`config.mk`:
```
export PLATFORM = sky130hd
export DESIGN_NAME = redirect_target_unit
export DESIGN_NICKNAME = d
export VERILOG_FILES = /design/src/rtl/redirect_target_unit.sv
export SDC_FILE = /design/constraint.sdc
export NUM_CORES = 1
export LEC_CHECK = 0
export BUFFER_PORTS_ARGS = -buffer_cell sky130_fd_sc_hd__buf_2
export CAP_MARGIN = 20
export CORE_ASPECT_RATIO = 2
export CORE_MARGIN = 2
export CORE_UTILIZATION = 50
export CTS_CLUSTER_DIAMETER = 50
export DETAILED_ROUTE_END_ITERATION = 16
export GPL_TIMING_DRIVEN = 0
export PLACE_DENSITY = 0.88
export SYNTH_ARGS = -nofsm -noshare
export SYNTH_HDL_FRONTEND = slang
export SYNTH_SLANG_ARGS = --single-unit
```
`constraint.sdc`:
```
create_clock -name clk -period 2.9 [get_ports clk]
set_clock_uncertainty 0.05 [all_clocks]
set_input_delay 0.145 -clock clk [delete_from_list [all_inputs] [get_ports clk]]
set_output_delay 0.145 -clock clk [all_outputs]
set_load 0.1 [all_outputs]
```
`src/rtl/redirect_target_unit.sv`:
```
// redirect_target_unit: selects and aligns control-transfer targets, then holds the redirect
// under a valid/ready handshake with fetch followed by a counted front-end flush.
module redirect_target_unit #(
  parameter int XLEN         = 32,
  parameter int C_EXT        = 0,
  parameter int FLUSH_CYCLES = 2
) (
  input  logic            clk,
  input  logic            rst_n,
  input  logic            ex_valid,
  input  logic [6:0]      ex_opcode,
  input  logic            branch_taken,
  input  logic [XLEN-1:0] branch_add_in,
  input  logic [XLEN-1:0] jump_add_in,
  input  logic [XLEN-1:0] jalr_add_in,
  input  logic            redirect_ready,
  output logic            redirect_valid,
  output logic [XLEN-1:0] redirect_target,
  output logic            flush,
  output logic            ex_stall,
  output logic            misaligned_exc,
  output logic [XLEN-1:0] misaligned_addr
);
  localparam logic [6:0] OP_BRANCH = 7'b1100011;
  localparam logic [6:0] OP_JAL    = 7'b1101111;
  localparam logic [6:0] OP_JALR   = 7'b1100111;
  typedef enum logic [1:0] {IDLE, PENDING, FLUSH} state_t;
  state_t          state_q, state_d;
  logic [XLEN-1:0] target_q, target_d, maddr_q, maddr_d, tgt;
  logic [3:0]      cnt_q, cnt_d;
  logic            exc_q, exc_d, is_br, is_jal, is_jalr, req, mis;
  assign is_br   = ex_opcode == OP_BRANCH;
  assign is_jal  = ex_opcode == OP_JAL;
  assign is_jalr = ex_opcode == OP_JALR;
  assign tgt     = is_jalr ? {jalr_add_in[XLEN-1:1], 1'b0} : is_jal ? jump_add_in : branch_add_in;
  assign mis     = (C_EXT != 0) ? tgt[0] : |tgt[1:0];
  assign req     = ex_valid && state_q == IDLE && (is_jal || is_jalr || (is_br && branch_taken));
  always_comb begin
    state_d  = state_q;
    target_d = target_q;
    maddr_d  = maddr_q;
    cnt_d    = cnt_q;
    exc_d    = 1'b0;
    case (state_q)
      IDLE: begin
        if (req && mis) begin
          exc_d   = 1'b1;
          maddr_d = tgt;
        end else if (req) begin
          state_d  = PENDING;
          target_d = tgt;
        end
      end
      PENDING: begin
        if (redirect_ready) begin
          state_d = FLUSH;
          cnt_d   = 4'(FLUSH_CYCLES - 1);
        end
      end
      FLUSH: begin
        state_d = (cnt_q == 4'd0) ? IDLE : FLUSH;
        cnt_d   = (cnt_q == 4'd0) ? 4'd0 : cnt_q - 4'd1;
      end
      default: state_d = IDLE;
    endcase
  end
  always_ff @(posedge clk or negedge rst_n) begin
    if (!rst_n) begin
      state_q  <= IDLE;
      target_q <= '0;
      maddr_q  <= '0;
      cnt_q    <= '0;
      exc_q    <= 1'b0;
    end else begin
      state_q  <= state_d;
      target_q <= target_d;
      maddr_q  <= maddr_d;
      cnt_q    <= cnt_d;
      exc_q    <= exc_d;
    end
  end
  assign redirect_valid  = state_q == PENDING;
  assign redirect_target = target_q;
  assign flush           = state_q != IDLE;
  assign ex_stall        = state_q != IDLE;
  assign misaligned_exc  = exc_q;
  assign misaligned_addr = maddr_q;
endmodule

```
==> run metrics <==
crit start category=flip-flop; via/cell ratio=5.117; power per cell area=699.3 nW/um^2; PnR worst setup slack=0.8787 ns; critical path depth=5; clk_lat worst skew=0.33 ns; Seq/Total Area, Yosys=approximately 49%; EDFF count, synth=0; CTS Sinks=71; Port-buffer cells=173; DP HPWL=between 6000 and 7000 um; CP max stage cell=dfrtp_1; post-layout min period=2.021 ns; # rows=44; IO Count=176; hold wc startpoint=redirect_ready; Setup crit end kind=flip-flop; Met1 Wirelength=3348 um; Starting DRT DRC Count=slightly below 80; first-pass GRT wire length=13280 um; Slew HR=42.31%; Antenna Nets Post-Route=0; Final Setup Violations=0; crit-path max FO=10; vias in the first global route=2831; power share of the clock group=32.3%; critical path type=reg -> reg; All-Layer GR Usage=21.27%; # DRC=0; CTS tree=done; Worst R2R Setup Slack=0.88 ns; RSZ-0062 raised after global routing=false; Core Area=7157 um^2; CTS buffer count=9; Placement Setup Slack=roughly 0.85 ns; run status=finished, final reports clean; worst min path class=in -> reg; CTS Root Cell=clkbuf_16; via count=2763; drt first pass iters=4; post-route clock period utilization=69.70%; Int Power=2.111 mW; Longest Clk Path Bufs=2; largest net degree at the start of global routing=72; worst path cell trace=nor2b_1, o2111ai_4, nor3b_4, buf_6, mux2_2; Hold Vio Cnt, Final=0; routed wire length=slightly above 8000 um; die area=8017 um^2; Sw Share=about 39%; Synth cell types=35; synth-to-layout area growth=35.83%; power share of the combinational group=33.7%; Hold WS=between 0.04 and 0.05 ns; Worst R2R Path Depth=5; highest routed layer=met4; Hold Path Cell Cnt=3; Inst Count DP=523; YS warnings=0; nets@finish=552; routed length on met2=between 3000 and 4000 um; Cell Area, Synth=between 3000 and 4000 um^2; placer's final routability congestion estimate=0.7785; Slew @ Worst Pin=0.8653 ns; FF-to-FF End=redirect_target[15]$_DFFE_PN0P_; Starting Density=50.84%; count of pins over their slew limit=0; die height=124.6 um; Mean Syn Cell Area=around 14 um^2; sequential power share=33.9%; P_sw=1.345 mW; average wire per cell in the routed design=15.28 um; Crit path max-delay family=simple AND/OR/NAND/NOR gates; layout cells sized above 1=73.21%; n_diodes=0; number of synthesized register bits=71; ys flop type=dfrtp_1; Max IR drop VDD=437.0 uV; setup bufs post-CTS=0; Worst Path Required=3.06 ns; CP bufs+invs=1; Worst Path Arrival=2.18 ns; Clk pin slew, worst setup/hold paths=0.05 ns; Critical R2R Launch=state_q[0]$_DFFE_PN0P_; leakage power=2.637 nW; initial antenna violation count=0; fmax=0.4947 GHz; CP max stage delay=0.44 ns; post-route cell area=4942 um^2; setup TNS=0 ns; FFs w/ async S/R, synth=100.0%; DP Area=4622 um^2; grt ovf=0; Die W=64.32 um; wire length on met3=803 um; overall power=3.456 mW; hold path endpoint=state_q[0]$_DFFE_PN0P_; total of max-cap violations=0; H-tree depth=3; final core occ=between 60 and 70%; Finished Layout Cells=540; Post-Synthesis Cells=258; syn_nets=367
-- cell usage in the layout, fill, tap and decap left out, drive strengths merged, types with 3 or more instances in the layout --
cell type and n:
buf 187, nand2 3, nor2b 6, nand2b 3
dfrtp 71, clkbuf 15, o21ai 6, nor2 4
mux2 121, inv 4, nor3b 3
-- power groups by stage --
| stage | clock network (mW) | registers (mW) | logic [mW] |
|---|---|---|---|
| CTS | 1.13 | 1.17 | 1.17 |
| floorplan | 0 | 1.84 | 0.263 |
| finish | 1.12 | 1.17 | 1.17 |
| global placement | 0 | 1.18 | 1.15 |
| global route | 1.18 | 1.19 | 1.22 |
| detailed placement | 0 | 1.19 | 1.17 |
-- registers in the layout, summed over array words and instances, names as in the netlist --
name             cells
state_q              2
misaligned_addr     32
misaligned_exc       1
redirect_target     32
cnt_q                4
-- timing repair --
item                      4_1_cts  5_1_grt
hold buffers                    1        0
hold endpoints to repair       71        0
gates resized for setup         0        0
-- synth_stat cells, types with 2 or more instances --
master	number	area share, %
mux2_1	3	0.93
a21oi_1	2	0.28
mux2_2	118	37
buf_2	3	0.41
and2_1	2	0.34
dfrtp_1	71	49
nor2_1	4	0.41
nand2_1	3	0.31
mux2i_1	2	0.55
inv_1	4	0.41
buf_4	3	0.62
o21ai_0	6	0.83
buf_6	8	2.5
clkbuf_1	2	0.21
nor2b_1	5	0.86
nand2b_1	3	0.52
-- worst max path at each step --
stage,endpoint,from,slack [ns]
2_1_floorplan,redirect_valid,state_q[1]$_DFFE_PN0P_,0.80
3_3_place_gp,redirect_target[21]$_DFFE_PN0P_,state_q[0]$_DFFE_PN0P_,0.90
3_5_place_dp,redirect_target[15]$_DFFE_PN0P_,state_q[0]$_DFFE_PN0P_,0.85
4_1_cts,redirect_target[15]$_DFFE_PN0P_,state_q[0]$_DFFE_PN0P_,0.85
5_1_grt,redirect_target[18]$_DFFE_PN0P_,state_q[0]$_DFFE_PN0P_,0.78
6_report,redirect_target[15]$_DFFE_PN0P_,state_q[0]$_DFFE_PN0P_,0.88
-- worst min-delay path, delay by kind of cell --
family / cells / cell delay (ns)
compound gates: 1 / 0.06
buf+inv: 1 / 0.08
simple gates: 1 / 0.09
-- cell families after synthesis --
group | synth area share, %
compound gates | 3.233
simple gates | 5.468
mux | 38.00
fa+ha+maj | 0.3438
buf+inv | 4.126
flops | 48.83
-- metal layers --
| layer | global-route usage, % | vias up |
|---|---|---|
| li1 | - | 1301 |
| met1 | 24.86 | 1307 |
| met2 | 35.36 | 145 |
| met3 | 7.859 | 10 |
| met4 | 7.509 | 0 |
| met5 | 0 | - |
-- area by class of cell --
cell class	count	area [um^2]
buffer	16	135.1
clock buffer	13	270.3
clock inverter	3	40.04
fill	532	2215
inverter	4	15.01
multi-input combinational	167	1712
sequential	71	1777
tap	92	115.1
timing repair buffer	174	878.3
No activity file was read; power rests on OpenSTA's default activity.
